$ cat src/rtl/cache_mem_ctrl_if.sv
// Bundle between the cache controller, the load/store port and backing memory.
// The slave view is the controller itself; master is the environment driving it.
interface cache_mem_ctrl_if #(
    parameter int DATA_WIDTH = 32,
    parameter int ADDR_WIDTH = 32,
    parameter int CNT_WIDTH  = 16
) ();
    logic                  cpu_req;
    logic                  cpu_we;
    logic [ADDR_WIDTH-1:0] cpu_addr;
    logic [DATA_WIDTH-1:0] cpu_wdata;
    logic                  flush;
    logic [DATA_WIDTH-1:0] cpu_rdata;
    logic                  cpu_ready;
    logic                  hit;
    logic                  mem_req;
    logic                  mem_we;
    logic [ADDR_WIDTH-1:0] mem_addr;
    logic [DATA_WIDTH-1:0] mem_wdata;
    logic [DATA_WIDTH-1:0] mem_rdata;
    logic                  mem_ack;
    logic [CNT_WIDTH-1:0]  hit_count;
    logic [CNT_WIDTH-1:0]  miss_count;

    modport slave (
        input  cpu_req, cpu_we, cpu_addr, cpu_wdata, flush,
        input  mem_rdata, mem_ack,
        output cpu_rdata, cpu_ready, hit,
        output mem_req, mem_we, mem_addr, mem_wdata,
        output hit_count, miss_count
    );

    modport master (
        output cpu_req, cpu_we, cpu_addr, cpu_wdata, flush,
        output mem_rdata, mem_ack,
        input  cpu_rdata, cpu_ready, hit,
        input  mem_req, mem_we, mem_addr, mem_wdata,
        input  hit_count, miss_count
    );
endinterface

$ cat src/rtl/cache_mem_ctrl.sv
// Direct-mapped write-through, no-write-allocate cache controller
// with a word-serial multi-beat refill and saturating hit/miss counters.
module cache_mem_ctrl #(
    parameter int NUM_LINES      = 16,
    parameter int WORDS_PER_LINE = 4,
    parameter int DATA_WIDTH     = 32,
    parameter int ADDR_WIDTH     = 32,
    parameter int CNT_WIDTH      = 16
) (
    input logic clk,
    input logic reset,
    cache_mem_ctrl_if.slave bus
);
    localparam int OB = $clog2(WORDS_PER_LINE);
    localparam int IB = $clog2(NUM_LINES);
    localparam int WB = ADDR_WIDTH - 2;
    localparam int TB = WB - OB - IB;

    typedef enum logic [1:0] {IDLE, LOOKUP, REFILL, WRITE} stateT;
    stateT state, nextState;

    logic                  reqWe;
    logic [WB-1:0]         reqWord;
    logic [DATA_WIDTH-1:0] reqWdata;
    logic [OB-1:0]         beat;
    logic [NUM_LINES-1:0]  valid;
    logic [TB-1:0]         tagRam [NUM_LINES];
    logic [DATA_WIDTH-1:0] dataRam [NUM_LINES][WORDS_PER_LINE];

    logic [DATA_WIDTH-1:0] rdataQ;
    logic                  readyQ;
    logic                  hitQ;
    logic [CNT_WIDTH-1:0]  hitCnt;
    logic [CNT_WIDTH-1:0]  missCnt;

    logic                  memReq;
    logic                  memWe;
    logic [ADDR_WIDTH-1:0] memAddr;
    logic [DATA_WIDTH-1:0] memWdata;

    logic [TB-1:0] tag;
    logic [IB-1:0] idx;
    logic [OB-1:0] off;
    logic          lookupHit;
    logic          lastBeat;
    logic          refillAck;
    logic [1:0]    unusedAddrLsb;

    assign tag       = reqWord[WB-1:OB+IB];
    assign idx       = reqWord[OB+IB-1:OB];
    assign off       = reqWord[OB-1:0];
    assign lookupHit = valid[idx] && (tagRam[idx] == tag);
    assign lastBeat  = &beat;
    assign refillAck = (state == REFILL) && bus.mem_ack;
    assign unusedAddrLsb = bus.cpu_addr[1:0];

    always_ff @(posedge clk or negedge reset) begin
        if (!reset) state <= IDLE;
        else        state <= nextState;
    end

    // Memory outputs are decoded from state so reset drops mem_req at once.
    always_comb begin
        nextState = state;
        memReq    = 1'b0;
        memWe     = 1'b0;
        memAddr   = '0;
        memWdata  = '0;
        unique case (state)
            IDLE: begin
                if (!bus.flush && bus.cpu_req) nextState = LOOKUP;
            end
            LOOKUP: begin
                if (reqWe)          nextState = WRITE;
                else if (lookupHit) nextState = IDLE;
                else                nextState = REFILL;
            end
            REFILL: begin
                memReq  = 1'b1;
                memAddr = {reqWord[WB-1:OB], beat, 2'b00};
                if (bus.mem_ack && lastBeat) nextState = IDLE;
            end
            WRITE: begin
                memReq   = 1'b1;
                memWe    = 1'b1;
                memAddr  = {reqWord, 2'b00};
                memWdata = reqWdata;
                if (bus.mem_ack) nextState = IDLE;
            end
        endcase
    end

    always_ff @(posedge clk or negedge reset) begin
        if (!reset) begin
            valid    <= '0;
            reqWe    <= 1'b0;
            reqWord  <= '0;
            reqWdata <= '0;
            beat     <= '0;
            rdataQ   <= '0;
            readyQ   <= 1'b0;
            hitQ     <= 1'b0;
            hitCnt   <= '0;
            missCnt  <= '0;
        end else begin
            readyQ <= 1'b0;
            unique case (state)
                IDLE: begin
                    if (bus.flush) begin
                        valid <= '0;
                    end else if (bus.cpu_req) begin
                        reqWe    <= bus.cpu_we;
                        reqWord  <= bus.cpu_addr[ADDR_WIDTH-1:2];
                        reqWdata <= bus.cpu_wdata;
                    end
                end
                LOOKUP: begin
                    hitQ <= lookupHit;
                    beat <= '0;
                    if (lookupHit) begin
                        if (~&hitCnt) hitCnt <= hitCnt + CNT_WIDTH'(1);
                    end else begin
                        if (~&missCnt) missCnt <= missCnt + CNT_WIDTH'(1);
                    end
                    if (!reqWe && lookupHit) begin
                        rdataQ <= dataRam[idx][off];
                        readyQ <= 1'b1;
                    end
                end
                REFILL: begin
                    if (bus.mem_ack) begin
                        beat <= beat + OB'(1);
                        if (lastBeat) begin
                            valid[idx] <= 1'b1;
                            rdataQ <= (off == beat) ? bus.mem_rdata
                                                    : dataRam[idx][off];
                            readyQ <= 1'b1;
                        end
                    end
                end
                WRITE: begin
                    if (bus.mem_ack) readyQ <= 1'b1;
                end
            endcase
        end
    end

    // Tag and data arrays carry no reset; only the valid bits gate them.
    always_ff @(posedge clk) begin
        if (state == LOOKUP && reqWe && lookupHit)
            dataRam[idx][off] <= reqWdata;
        if (refillAck) begin
            dataRam[idx][beat] <= bus.mem_rdata;
            if (lastBeat) tagRam[idx] <= tag;
        end
    end

    assign bus.cpu_rdata  = rdataQ;
    assign bus.cpu_ready  = readyQ;
    assign bus.hit        = hitQ;
    assign bus.mem_req    = memReq;
    assign bus.mem_we     = memWe;
    assign bus.mem_addr   = memAddr;
    assign bus.mem_wdata  = memWdata;
    assign bus.hit_count  = hitCnt;
    assign bus.miss_count = missCnt;
endmodule
$ cat src/flat_wrapper.sv
// flat-port wrapper written by rule: the top's interface ports become plain ports
module cache_mem_ctrl_flat 
#(
    parameter int NUM_LINES      = 16,
    parameter int WORDS_PER_LINE = 4,
    parameter int DATA_WIDTH     = 32,
    parameter int ADDR_WIDTH     = 32,
    parameter int CNT_WIDTH      = 16
)
  (clk, reset, bus_cpu_req, bus_cpu_we, bus_cpu_addr, bus_cpu_wdata, bus_flush, bus_mem_rdata, bus_mem_ack, bus_cpu_rdata, bus_cpu_ready, bus_hit, bus_mem_req, bus_mem_we, bus_mem_addr, bus_mem_wdata, bus_hit_count, bus_miss_count);
  cache_mem_ctrl_if #(.DATA_WIDTH(DATA_WIDTH), .ADDR_WIDTH(ADDR_WIDTH), .CNT_WIDTH(CNT_WIDTH)) bus_i ();
  input logic clk;
  input logic reset;
  input wire logic [$bits(bus_i.cpu_req)-1:0] bus_cpu_req;
  input wire logic [$bits(bus_i.cpu_we)-1:0] bus_cpu_we;
  input wire logic [$bits(bus_i.cpu_addr)-1:0] bus_cpu_addr;
  input wire logic [$bits(bus_i.cpu_wdata)-1:0] bus_cpu_wdata;
  input wire logic [$bits(bus_i.flush)-1:0] bus_flush;
  input wire logic [$bits(bus_i.mem_rdata)-1:0] bus_mem_rdata;
  input wire logic [$bits(bus_i.mem_ack)-1:0] bus_mem_ack;
  output wire logic [$bits(bus_i.cpu_rdata)-1:0] bus_cpu_rdata;
  output wire logic [$bits(bus_i.cpu_ready)-1:0] bus_cpu_ready;
  output wire logic [$bits(bus_i.hit)-1:0] bus_hit;
  output wire logic [$bits(bus_i.mem_req)-1:0] bus_mem_req;
  output wire logic [$bits(bus_i.mem_we)-1:0] bus_mem_we;
  output wire logic [$bits(bus_i.mem_addr)-1:0] bus_mem_addr;
  output wire logic [$bits(bus_i.mem_wdata)-1:0] bus_mem_wdata;
  output wire logic [$bits(bus_i.hit_count)-1:0] bus_hit_count;
  output wire logic [$bits(bus_i.miss_count)-1:0] bus_miss_count;
  assign bus_i.cpu_req = bus_cpu_req;
  assign bus_i.cpu_we = bus_cpu_we;
  assign bus_i.cpu_addr = bus_cpu_addr;
  assign bus_i.cpu_wdata = bus_cpu_wdata;
  assign bus_i.flush = bus_flush;
  assign bus_i.mem_rdata = bus_mem_rdata;
  assign bus_i.mem_ack = bus_mem_ack;
  assign bus_cpu_rdata = bus_i.cpu_rdata;
  assign bus_cpu_ready = bus_i.cpu_ready;
  assign bus_hit = bus_i.hit;
  assign bus_mem_req = bus_i.mem_req;
  assign bus_mem_we = bus_i.mem_we;
  assign bus_mem_addr = bus_i.mem_addr;
  assign bus_mem_wdata = bus_i.mem_wdata;
  assign bus_hit_count = bus_i.hit_count;
  assign bus_miss_count = bus_i.miss_count;
  cache_mem_ctrl #(.NUM_LINES(NUM_LINES), .WORDS_PER_LINE(WORDS_PER_LINE), .DATA_WIDTH(DATA_WIDTH), .ADDR_WIDTH(ADDR_WIDTH), .CNT_WIDTH(CNT_WIDTH)) u_core (.clk(clk), .reset(reset), .bus(bus_i));
endmodule
$ cat config.mk
export PLATFORM = sky130hd
export DESIGN_NAME = cache_mem_ctrl_flat
export DESIGN_NICKNAME = d
export VERILOG_FILES = /design/src/rtl/cache_mem_ctrl_if.sv /design/src/rtl/cache_mem_ctrl.sv /design/src/flat_wrapper.sv
export SDC_FILE = /design/constraint.sdc
export NUM_CORES = 2
export LEC_CHECK = 0
export ABC_CLOCK_PERIOD_IN_PS = 5750
export BUFFER_PORTS_ARGS = -buffer_cell sky130_fd_sc_hd__clkbuf_2
export CORE_AREA = 2 2 641 643
export DETAILED_ROUTE_END_ITERATION = 10
export DIE_AREA = 0 0 643 645
export PLACE_DENSITY_LB_ADDON = 0.2
export SYNTH_ARGS = -nofsm -noshare
export SYNTH_HDL_FRONTEND = slang
export SYNTH_SLANG_ARGS = --single-unit
$ cat constraint.sdc
create_clock -name clk -period 5.75 [get_ports clk]
set_input_delay 0.2875 -clock clk [delete_from_list [all_inputs] [get_ports clk]]
set_output_delay 0.2875 -clock clk [all_outputs]
set_load 0.05 [all_outputs]
==> qor.yml <==
synthesis:
  yosysWarningCount: 0
  synth.most_common_cell: "edfxtp_1"
  synth_common_cells: "2432 x edfxtp_1, 735 x mux4_2, 251 x mux2_2"
  synth-async-reset-ratio: 0.0577
  ys_types: 71
  synth.area.top_cells: "edfxtp_1 72%, mux4_2 16%, dfrtp_1 3.7%, mux2_2 2.8%, mux2i_1 0.96%"
  syn-cell-area_um2: 102000
  yosys.area.top_type: "edfxtp_1"
  ys_ff_latch: 2581
  syn-instance-count: 4464
  synth_top_area_frac: 0.719
  synth_edf_count: 2432
  ys.flop_type: "edfxtp_1"
  yosysSeqAreaShare: 0.756
  avgSynthCellArea_um2: 22.7
power_and_ir_drop:
  pwr-share-clk: 0.283
  p_comb_frac: 0.320
  ir_drop_mv: 0.405
  powerDensity_nw_per_um2: 520
  p_sw_frac: 0.336
  power_frac_seq: 0.396
  intPower_mw: 42.6
  p_sw_mw: 21.6
  p_leak_nw: 39.2
sta:
  max_freq_mhz: 193
  final.setup.tns_ps: 0
  period_share: 0.902
  worstMarginPinSlew_ps: 1170
  fin_ws_ps: 565
  fin_crit_ps: 5190
  hold_violations: 0
  final-max-slew-violation-count: 0
  relSlewSlack: 0.218
  fin_skew_ps: 78.3
  finalSetupViolations: 0
  grt_setup_unrepaired: "no"
route:
  wl_um: 311000
  drt-vias-per-instance: 4.62
  dr_total_vias: 50100
  firstDrtPassIters: 6
  post_drt_wl_per_cell_um: 28.7
  antenna_left: 0
  drcViolationCount: 0
  drt_iter0_drc: 4593
setup_path:
  cp_cell_sequence: "buf_12 > mux2i_1 > a22oi_1 > nand2_1 > a2111oi_0 > buf_4 > a31oi_1 > a2111o_1 > nor3_4 > buf_12 > a21boi_4 > buf_12 > nor2_4 > buf_4 > buf_12"
  rrSetupSlack_ps: 560
  cpPeakStageDelay_ps: 1010
  worstSetupPathType: "flip-flop to flip-flop"
  cp-startpoint: "u_core.reqWord[2]$_DFFE_PN0P_"
  timing.rr.start: "u_core.reqWord[2]$_DFFE_PN0P_"
  cp_max_fo: 39
  cpMostUsedCell: "buf_12"
  critPathLaunchType: "flip-flop"
  crit_end: "u_core.dataRam[15][4]$_DFFE_PP_"
  worst_ep_arrival_time_ps: 5750
  cpMaxStageDelayCell: "dfrtp_4"
  endpoint_kind: "flip-flop"
  r2r-end: "u_core.dataRam[15][4]$_DFFE_PP_"
  crit_required_ps: 6320
  r2r_cells: 15
cts:
  cts_tree: "yes"
  cts_resized: 0
  clockRootBuffer: "clkbuf_16"
  clockBufferDepth: 4
  worstSkewPairLatency_ps: 930
  numCtsBuffers: 303
  h-tree-depth: 5
  clock_sinks: 2581
  cts.clk_slew.worst_paths_ps: 50
global_route:
  grt_pass1_wl_um: 429000
  grt.total_usage: 0.147
  grt_max_degree: 121
  antenna_found_initial: 41
  first_global_vias: 52300
  grt-ovfl-total: 0
placement:
  port_buffers: 229
  dp_hpwl_um: 188000
  place.gp.congestion: 0.737
  place_ws_ps: 445
run:
  cap_violations: 0
floorplan:
  core_um2: 408000
  core.rowCount: 235
  die_w_um: 643
  die_y_um: 645
  ios: 234
  initial_core_util: 0.249
  die-area_um2: 415000
layout:
  syn2layout_area_growth_pct: 21.5
  drive_above_1_share: 0.375
  nets: 5257
status:
  outcome: "complete, no violations"
worst_hold_path:
  hp-class: "input pin to flip-flop"
flip-flops by register name (all words and copies together) (netlist names), 2 cells and up:
register and flops:
u_core.valid 16, u_core.state 2, u_core.beat 2, u_core.reqWdata 32, u_core.bus.miss_count 16, u_core.tagRam 384, u_core.reqWord 30, u_core.dataRam 2048
u_core.bus.hit_count 16, u_core.bus.cpu_rdata 32
routing by layer:
layer	track usage	share of wire	up-vias
met2	0.245	0.49	1398
li1	-	-	20400
met1	0.204	0.44	28000
met4	0.0272	0.016	10
met3	0.0240	0.053	334
met5	0	0.00020	-
worst min path at each step:
stage,cells after the start,start,endpoint
final,3,bus_mem_rdata[9],u_core.bus.cpu_rdata[9]$_DFFE_PN0P_
after global routing,3,bus_mem_rdata[9],u_core.bus.cpu_rdata[9]$_DFFE_PN0P_
after CTS,3,bus_mem_rdata[9],u_core.bus.cpu_rdata[9]$_DFFE_PN0P_
after detailed placement,1,reset,u_core.bus.miss_count[0]$_DFFE_PN0P_
after global placement,1,reset,u_core.bus.miss_count[0]$_DFFE_PN0P_
after floorplan,0,reset,u_core.beat[0]$_DFFE_PN0P_
area by class of cell:
type,count,area [um2]
diodes,12,30.0
clock buffers,396,8130
clock inverters,140,1110
fillers,39700,285000
inverters,17,63.8
multi-input cells,1623,24300
flip-flops and latches,2581,76800
well taps,5451,6820
repair buffers,623,6120
timing repair:
action / 4_1_cts / 5_1_grt
setup endpoints to repair: 0 / 0
buffers inserted: 0 / 0
endpoints found under the hold margin: 293 / 0
hold buffers: 91 / 0
cells by family after synthesis:
| kind of cell | count (synthesis) | synth area share |
|---|---|---|
| DFF | 2581 | 0.756 |
| xor gates and xnor gates | 52 | 0.00449 |
| buffers and inverters | 261 | 0.0115 |
| adders and majority gates | 6 | 0.000739 |
| AOI/OAI and AO/OA | 133 | 0.00955 |
| muxes | 1085 | 0.201 |
| and+or+nand+nor | 345 | 0.0170 |
| other | 1 | 0.0000369 |
metrics by stage:
| step | power, mW | cell area (um2) | hold WS [ps] | cells | util |
|---|---|---|---|---|---|
| after global placement | 46.6 | 113000 | 210 | 10200 | 0.277 |
| final | 64.2 | 123000 | 72.2 | 10800 | 0.302 |
| after global routing | 66.9 | 123000 | 44.9 | 10800 | 0.302 |
| after detailed placement | 46.8 | 113000 | 218 | 10200 | 0.277 |
| after floorplan | 37.9 | 102000 | -8.09 | 4465 | - |
| after CTS | 65.2 | 123000 | 7.10 | 10800 | 0.302 |
power groups by stage:
stage / clock, mW / combinational [mW] / sequential (mW)
floorplan: 0 / 12.5 / 25.4
global placement: 0 / 20.8 / 25.8
detailed placement: 0 / 21.0 / 25.8
CTS: 18.7 / 21.1 / 25.5
global route: 19.4 / 21.9 / 25.5
finish: 18.2 / 20.6 / 25.4
cells in the final DEF (no fill, tap or decap), types with 80 or more instances in the layout:
cell type | Yosys | routed
dlygate4sd3_1 | 0 | 90
mux4_2 | 735 | 735
edfxtp_1 | 2432 | 2432
nor2_4 | 0 | 80
buf_4 | 14 | 162
dfrtp_1 | 149 | 141
mux2_2 | 251 | 251
clkbuf_1 | 141 | 80
clkbuf_16 | 0 | 309
buf_12 | 0 | 141
clkbuf_2 | 0 | 228
mux2i_1 | 97 | 97
critical path, delay by kind of cell (launching register included):
kind	cells	cell delay, ps
compound gates	5	1710
buf+inv	6	1290
flops	1	1010
mux	1	130
simple gates	3	590
Note: power is estimated with default switching activity, not from simulation.
